==> src/rtl/adc_seq_pkg.sv <==
// Shared types and constants for the ADC channel sequencer.
// Also holds a lowest-set-bit helper for masks up to the 15-channel limit.
package adc_seq_pkg;

  typedef enum logic [1:0] {
    S_IDLE,
    S_WAIT,
    S_NEXT
  } state_t;

  localparam int unsigned CH_W   = 4;
  localparam int unsigned MAX_CH = 15;
  localparam logic [CH_W-1:0] CH_NONE = 4'hF;

  // Lowest set bit of a zero-extended channel mask; CH_NONE when empty.
  function automatic logic [CH_W-1:0] lowest_set(input logic [MAX_CH-1:0] m);
    logic [CH_W-1:0] res;
    res = CH_NONE;
    for (int i = MAX_CH - 1; i >= 0; i--) begin
      if (m[i]) res = CH_W'(i);
    end
    return res;
  endfunction

endpackage

==> src/rtl/next_channel_finder.sv <==
// Combinational search over a channel mask: lowest set bit overall and
// lowest set bit strictly above the current channel.
module next_channel_finder
  import adc_seq_pkg::*;
#(
  parameter int unsigned NUM_CH = 10
) (
  input  logic [NUM_CH-1:0] mask,
  input  logic [CH_W-1:0]   cur,
  output logic [CH_W-1:0]   next,
  output logic              found,
  output logic [CH_W-1:0]   first
);

  // Scan downwards so the lowest qualifying index is the last one written.
  always_comb begin
    next  = CH_NONE;
    found = 1'b0;
    first = CH_NONE;
    for (int i = NUM_CH - 1; i >= 0; i--) begin
      if (mask[i]) begin
        first = CH_W'(i);
        if (CH_W'(i) > cur) begin
          next  = CH_W'(i);
          found = 1'b1;
        end
      end
    end
  end

endmodule

==> src/rtl/adc_channel_sequencer.sv <==
// Round-robin ADC channel scanner: requests each enabled channel, captures the
// matching sample into a per-channel bank, and flags channels that time out.
module adc_channel_sequencer
  import adc_seq_pkg::*;
#(
  parameter int unsigned NUM_CH   = 10,
  parameter int unsigned SAMPLE_W = 10,
  parameter int unsigned TIMEOUT  = 1023
) (
  input  logic                         clk,
  input  logic                         rst,
  input  logic                         run,
  input  logic [NUM_CH-1:0]            enable_mask,
  input  logic                         clear_err,
  input  logic                         new_sample,
  input  logic [SAMPLE_W-1:0]          sample,
  input  logic [CH_W-1:0]              sample_channel,
  output logic [CH_W-1:0]              channel,
  output logic                         busy,
  output logic                         sample_valid,
  output logic [SAMPLE_W-1:0]          sample_out,
  output logic [CH_W-1:0]              sample_ch_out,
  output logic                         frame_done,
  output logic [NUM_CH-1:0]            timeout_err,
  output logic [NUM_CH*SAMPLE_W-1:0]   sample_bank
);

  localparam int unsigned TMR_W = $clog2(TIMEOUT + 1);
  localparam logic [TMR_W-1:0] TMR_LAST = TMR_W'(TIMEOUT - 1);

  state_t state_q, state_d;

  logic [NUM_CH-1:0]          frame_mask_q, frame_mask_d;
  logic [TMR_W-1:0]           timer_q, timer_d;
  logic [CH_W-1:0]            channel_d;
  logic                       sample_valid_d;
  logic [SAMPLE_W-1:0]        sample_out_d;
  logic [CH_W-1:0]            sample_ch_out_d;
  logic                       frame_done_d;
  logic [NUM_CH-1:0]          timeout_err_d;
  logic [NUM_CH*SAMPLE_W-1:0] sample_bank_d;

  logic              start_c;
  logic              match_c;
  logic              expire_c;
  logic [NUM_CH-1:0] finder_mask_c;
  logic [CH_W-1:0]   next_ch_c;
  logic [CH_W-1:0]   first_ch_c;
  logic              found_c;

  assign start_c  = run && (|enable_mask);
  assign match_c  = new_sample && (sample_channel == channel);
  assign expire_c = (timer_q == TMR_LAST);

  // In IDLE the finder looks at the live enables to pick the first channel;
  // mid-frame it walks the mask latched at the frame boundary.
  assign finder_mask_c = (state_q == S_IDLE) ? enable_mask : frame_mask_q;

  next_channel_finder #(
    .NUM_CH (NUM_CH)
  ) u_finder (
    .mask  (finder_mask_c),
    .cur   (channel),
    .next  (next_ch_c),
    .found (found_c),
    .first (first_ch_c)
  );

  // State register
  always_ff @(posedge clk) begin
    if (rst) begin
      state_q <= S_IDLE;
    end else begin
      state_q <= state_d;
    end
  end

  // Next-state logic
  always_comb begin
    state_d = state_q;
    unique case (state_q)
      S_IDLE: begin
        if (start_c) state_d = S_WAIT;
      end
      S_WAIT: begin
        if (match_c || expire_c) state_d = S_NEXT;
      end
      S_NEXT: begin
        if (found_c || start_c) state_d = S_WAIT;
        else                    state_d = S_IDLE;
      end
      default: state_d = S_IDLE;
    endcase
  end

  // Datapath and registered-output next values
  always_comb begin
    frame_mask_d    = frame_mask_q;
    timer_d         = timer_q;
    channel_d       = channel;
    sample_valid_d  = 1'b0;
    frame_done_d    = 1'b0;
    sample_out_d    = sample_out;
    sample_ch_out_d = sample_ch_out;
    sample_bank_d   = sample_bank;
    timeout_err_d   = clear_err ? '0 : timeout_err;

    unique case (state_q)
      S_IDLE: begin
        channel_d = CH_NONE;
        timer_d   = '0;
        if (start_c) begin
          frame_mask_d = enable_mask;
          channel_d    = first_ch_c;
        end
      end
      S_WAIT: begin
        timer_d = timer_q + TMR_W'(1);
        if (match_c) begin
          // A match on the expiry cycle still wins: no error flag.
          sample_valid_d  = 1'b1;
          sample_out_d    = sample;
          sample_ch_out_d = channel;
          for (int i = 0; i < NUM_CH; i++) begin
            if (CH_W'(i) == channel) sample_bank_d[i*SAMPLE_W +: SAMPLE_W] = sample;
          end
        end else if (expire_c) begin
          // Set after the clear so a same-edge timeout survives clear_err.
          for (int i = 0; i < NUM_CH; i++) begin
            if (CH_W'(i) == channel) timeout_err_d[i] = 1'b1;
          end
        end
      end
      S_NEXT: begin
        timer_d = '0;
        if (found_c) begin
          channel_d = next_ch_c;
        end else begin
          frame_done_d = 1'b1;
          if (start_c) begin
            frame_mask_d = enable_mask;
            channel_d    = lowest_set(MAX_CH'(enable_mask));
          end else begin
            channel_d = CH_NONE;
          end
        end
      end
      default: begin
        channel_d = CH_NONE;
        timer_d   = '0;
      end
    endcase
  end

  // Datapath and output registers
  always_ff @(posedge clk) begin
    if (rst) begin
      frame_mask_q  <= '0;
      timer_q       <= '0;
      channel       <= CH_NONE;
      busy          <= 1'b0;
      sample_valid  <= 1'b0;
      frame_done    <= 1'b0;
      sample_out    <= '0;
      sample_ch_out <= '0;
      timeout_err   <= '0;
      sample_bank   <= '0;
    end else begin
      frame_mask_q  <= frame_mask_d;
      timer_q       <= timer_d;
      channel       <= channel_d;
      busy          <= (state_d != S_IDLE);
      sample_valid  <= sample_valid_d;
      frame_done    <= frame_done_d;
      sample_out    <= sample_out_d;
      sample_ch_out <= sample_ch_out_d;
      timeout_err   <= timeout_err_d;
      sample_bank   <= sample_bank_d;
    end
  end

endmodule
==> config.mk <==
export PLATFORM = sky130hd
export DESIGN_NAME = adc_channel_sequencer
export DESIGN_NICKNAME = d
export VERILOG_FILES = /design/src/rtl/adc_seq_pkg.sv /design/src/rtl/next_channel_finder.sv /design/src/rtl/adc_channel_sequencer.sv
export SDC_FILE = /design/constraint.sdc
export NUM_CORES = 1
export LEC_CHECK = 0
export ABC_AREA = 1
export CAP_MARGIN = 10
export CELL_PAD_IN_SITES_DETAIL_PLACEMENT = 1
export CELL_PAD_IN_SITES_GLOBAL_PLACEMENT = 1
export CORE_ASPECT_RATIO = 1.25
export CORE_UTILIZATION = 38
export DETAILED_ROUTE_END_ITERATION = 6
export PLACE_DENSITY_LB_ADDON = 0.1
export SLEW_MARGIN = 20
export SYNTH_ARGS = -nofsm -noshare
export SYNTH_HDL_FRONTEND = slang
export SYNTH_HIERARCHICAL = 1
export SYNTH_SLANG_ARGS = --single-unit
export TNS_END_PERCENT = 10
==> constraint.sdc <==
create_clock -name clk -period 4.6 [get_ports clk]
set_clock_uncertainty 0.1 [all_clocks]
set_input_delay 1.15 -clock clk [delete_from_list [all_inputs] [get_ports clk]]
set_output_delay 1.15 -clock clk [all_outputs]
set_load 0.02 [all_outputs]
==> impl_metrics.toml, run 1 <==
[run_status]
outcome = "complete, no violations"

[route]
via_per_inst = 5.15
drt_wl_total_um = 21500
drt-initial-drc-count = 301
postRouteAntennaNets = 0
wl_per_cell_um = 17.2
first_pass_iters = 4
drc = 0
vias = 6425

[floorplanning]
start_util_pct = 39.3
die_w_um = 118
rows = 52
ios = 160
core_area_mm2 = 0.0164
die_area_mm2 = 0.0175
die_h_um = 148

[sta]
rsz0062_at_grt = "no"
fin_crit_sh_pct = 67.5
finalCriticalPeriod_ps = 3110
finalMaxSlewViolations = 0
setup-violations-final = 0
fmax_mhz = 322
finalSetupTns_ps = 0
relSlewSlack_pct = 34.3
worst_slew_pin_slew_ps = 984
finalHoldViolCount = 0

[place]
detailedPlacementHpwl_um = 14700
io_buffer_count = 159
dpl_cell_area_mm2 = 0.00808
finalWeightedCongestion = 0.845
placedCellCount = 1216

[pwr]
ir_worst_vdd_v = 0.000286
p_leak_nw = 3.15
power.density_mw_per_mm2 = 377

[logic_synthesis]
postSynthCellCount = 890
syn_avg_cell_area_um2 = 7.24
yosys_warnings = 6
synth.distinct_cells = 31
synth_seq_cells = 153
synthFlopType = "dfxtp_1"
synthTopCellsByCount = "182 x nand2_1, 153 x dfxtp_1, 133 x a21oi_1, 111 x nand3_1, 87 x nor2_1"
syn-num-nets = 921
synth_area_leader_cell = "dfxtp_1"
seq_area_frac_synth_pct = 47.5
async_flop_share_pct = 0
netlist.area_leader.share_pct = 47.5
yosys.cell_count.top_type = "nand2_1"
synth_edf_count = 0
synth_area_mm2 = 0.00645
netlist_top_cells_area = "dfxtp_1 48%, nand2_1 11%, a21oi_1 10%"

[setup_path]
max_stage_delay_ps = 420
crit_slowest_cell = "clkdlybuf4s50_1"
crit_chain = "clkdlybuf4s50_1 > inv_1 > a21oi_1 > inv_1 > nor2_1 > nand2_1 > nand2_1 > inv_2 > nand2_1 > nor2_4 > nand2_2 > nand2_1 > nand3_1 > inv_1 > o21ai_0 > a21oi_1"
crit_buf_inv = 5
crit_arrival_ps = 3370
critPathMaxFanout = 20
path_common_cell = "nand2_1"
path_class = "primary input to register"
cp-end-kind = "register"
crit_family = "buffers and inverters"
startpoint_type = "primary input"
cp.required_ps = 4860

[final_layout]
fin_util_pct = 53.0
fin_nets = 1050
nFillCells = 2061
drive_above_1_share_pct = 6.78
fin_cells = 1248
final_cell_area_mm2 = 0.00868
area_delta_synth_final_pct = 34.7
antenna_cells_inserted = 0

[global_route]
grt_overflow = 0
grt_pass1_vias = 6375
grt_antenna_before_repair = 0
grt_pass1_wl_um = 33900
grt_max_degree = 88
grt_usage_pct = 25.0

[clocking]
htree_levels = 4
clock_latency_ps = 430
numCtsBuffers = 17
tritoncts = "done"
post_cts_buffers = 0
ctsResizeCount = 0
cts_sinks = 153
clock_tree.root_cell = "clkbuf_16"
clockBufferDepth = 2
cts_hold_buffers = 0
path_clk_slew_ps = 60

[hold_path]
hold_path.class = "register to register"

[run]
maxCapViolCount = 0
## area by class of cell
type | count | area [um2] | share of cell area, %
inverter | 74 | 278 | 3.20
clock inverter | 14 | 160 | 1.84
multi-input combinational | 610 | 2840 | 32.7
sequential | 153 | 3060 | 35.3
clock buffer | 18 | 439 | 5.06
tap | 216 | 270 | 3.11
timing repair buffer | 163 | 1630 | 18.8
## report_power, final
part / internal [mW] / switching (mW) / leakage (nW)
Clock: 0.825 / 0.609 / 0.281
Combinational: 0.136 / 0.300 / 1.63
Sequential: 1.35 / 0.0460 / 1.24
## sequential cells by signal, indices dropped and copies added, names as in the netlist, 2 cells and up
signal,count
sample_bank,100
frame_mask_q,10
sample_out,10
timeout_err,10
timer_q,10
channel,4
sample_ch_out,4
state_q,2
## worst paths after layout
kind | slack [ps] | from | cells after the start | endpoint
worst max-delay path | 1490 | enable_mask[7] | 16 | frame_mask_q[1]$_SDFFE_PP0P_
worst min-delay path | 360 | sample_out[6]$_SDFFE_PP0P_ | 2 | sample_out[6]$_SDFFE_PP0P_
worst max register to register | 1540 | state_q[1]$_SDFF_PP0_ | 15 | frame_mask_q[1]$_SDFFE_PP0P_
worst min register to register | 360 | sample_out[6]$_SDFFE_PP0P_ | 2 | sample_out[6]$_SDFFE_PP0P_
## placed cells by master, fill, tap and decap left out, drive strengths merged
master,count
nand2,185
clkdlybuf4s50,158
dfxtp,153
a21oi,133
nand3,111
nor2,102
inv,76
o21ai,43
clkbuf,18
nand4,9
nor3,6
clkinv,6
buf,5
o211ai,4
clkinvlp,4
or2,4
nand3b,3
a31oi,2
ha,2
bufinv,2
xnor2,1
a211oi,1
nor3b,1
o31ai,1
o21a,1
nor4,1
## stage by stage
step	worst slack (ps)	hold WS (ps)	total power [mW]
after floorplan	1910	341	1.71
after global placement	1150	348	1.86
after detailed placement	1050	357	1.86
after CTS	1470	367	3.30
after global routing	1150	377	3.40
final	1490	362	3.27
## worst reg2reg max path, cell delays in order, from the launching register on
cell	delay [ps]
dfxtp_1	370
nor2_1	500
buf_4	310
nor2_1	70
a21oi_1	280
nand2_1	140
nand2_1	90
clkinv_1	80
nand2_2	90
nor2_4	40
nand2_2	100
nand2_1	80
nand3_1	90
inv_1	250
o21ai_0	270
a21oi_1	60
## cell families after synthesis
kind of cell    after synthesis  synth area share, %
simple gates                422                 28.9
flops                       153                 47.5
fa+ha+maj                     2                0.388
xor+xnor                      1                0.136
buf+inv                     127                 8.42
compound gates              185                 14.7
## per-layer routing
layer  vias to the layer above  part of all wire (%)  global-route usage [%]
met1                      3064                    44                    30.1
met2                       154                    48                    42.5
met3                        30                   5.9                    7.02
met4                         0                   2.0                    8.99
li1                       3177                     -                       -
met5                         -                     0                       0
(Power assumes the default switching activity.)
==> run 2, diff against run 1 <==
CORE_UTILIZATION = 35   (was 38)
clock period = 2.9 ns   (was 4.6 ns; I/O delays follow)
==> impl_metrics.toml, run 2 (same netlist as run 1, synthesis figures left out) <==
[run_status]
outcome = "complete, no violations"

[route]
drt_wl_total_um = 22300
wl_per_cell_um = 17.3
drt-initial-drc-count = 322
via_per_inst = 5.10
vias = 6573
postRouteAntennaNets = 0
drc = 0
first_pass_iters = 4

[floorplanning]
die_h_um = 154
die_area_mm2 = 0.0190
ios = 160
core_area_mm2 = 0.0181
die_w_um = 123
start_util_pct = 35.6
rows = 55

[sta]
finalCriticalPeriod_ps = 2690
worst_slew_pin_slew_ps = 746
setup-violations-final = 0
rsz0062_at_grt = "no"
finalMaxSlewViolations = 0
fin_ws_ps = 215
fmax_mhz = 372
relSlewSlack_pct = 50.1
finalHoldViolCount = 0
fin_crit_sh_pct = 92.6

[global_route]
grt_pass1_vias = 6531
grt_antenna_before_repair = 0
grt_overflow = 0
grt_usage_pct = 24.2
grt_pass1_wl_um = 35000
grt_max_degree = 68

[pwr]
p_leak_nw = 3.31
ir_worst_vdd_v = 0.000369
total_power_mw = 5.34
power.density_mw_per_mm2 = 597

[clocking]
clock_latency_ps = 430
numCtsBuffers = 17
cts_sinks = 153
tritoncts = "done"
path_clk_slew_ps = 60
clockBufferDepth = 2
htree_levels = 4
cts_hold_buffers = 0
clock_tree.root_cell = "clkbuf_16"
post_cts_buffers = 0
ctsResizeCount = 0

[place]
detailedPlacementHpwl_um = 15700
placedCellCount = 1258
io_buffer_count = 159
place_ws_ps = -77.3
dpl_cell_area_mm2 = 0.00832
finalWeightedCongestion = 0.839

[setup_path]
crit_slowest_cell = "clkdlybuf4s50_1"
crit_buf_inv = 1
cp.required_ps = 2080
crit_arrival_ps = 1860
crit_family = "buffers and inverters"
crit_chain = "clkdlybuf4s50_1"
critPathMaxFanout = 13
cp-end-kind = "primary output"
max_stage_delay_ps = 720
startpoint_type = "register"
path_class = "register to primary output"

[hold_path]
hold_path.class = "register to register"

[final_layout]
antenna_cells_inserted = 0
final_common_cell = "nand2_1"
fin_cells = 1290
largest_reg_flops = 100
regMostFlops = "sample_bank"
fin_nets = 1080
drive_above_1_share_pct = 9.32
area_delta_synth_final_pct = 38.6
final_cell_mix = "182 x nand2_1, 158 x clkdlybuf4s50_1, 153 x dfxtp_1, 133 x a21oi_1, 111 x nand3_1"
final_cell_area_mm2 = 0.00894

[run]
maxCapViolCount = 0
run 2: power breakdown:
| group | switching (mW) | internal, mW |
|---|---|---|
| clock network | 0.972 | 1.38 |
| logic | 0.501 | 0.263 |
| registers | 0.0740 | 2.15 |
| total | 1.55 | 3.79 |
run 2: area by class of cell:
class / instances / area, um2
timing repair buffer: 193 / 1860
tap: 228 / 285
multi-input combinational: 610 / 2840
fill: 2251 / 9160
clock inverter: 14 / 185
inverter: 74 / 278
clock buffer: 18 / 429
sequential: 153 / 3060
run 2: routing by layer:
metal / global-route usage [%] / vias to the layer above / part of all wire [%]
li1: - / 3231 / -
met1: 29.7 / 3177 / 44
met2: 41.0 / 141 / 49
met3: 6.31 / 24 / 5.7
met4: 7.00 / 0 / 1.4
met5: 0 / - / 0
run 2: worst paths after layout:
| check | from | to | slack (ps) | cells after the start |
|---|---|---|---|---|
| worst max register to register | state_q[1]$_SDFF_PP0_ | frame_mask_q[3]$_SDFFE_PP0P_ | 310 | 15 |
| worst min-delay path | sample_ch_out[2]$_SDFFE_PP0P_ | sample_ch_out[2]$_SDFFE_PP0P_ | 360 | 2 |
| worst min register to register | sample_ch_out[2]$_SDFFE_PP0P_ | sample_ch_out[2]$_SDFFE_PP0P_ | 360 | 2 |
| worst max-delay path | channel[3]$_SDFFE_PP1N_ | channel[3] | 210 | 1 |
run 2: through the flow:
step	hold slack (ps)	setup TNS, ps	utilization, %
global route	376	0	49.4
floorplan	341	0	-
CTS	366	0	49.4
finish	364	0	49.4
detailed placement	356	-605	46.0
global placement	348	-131	46.0
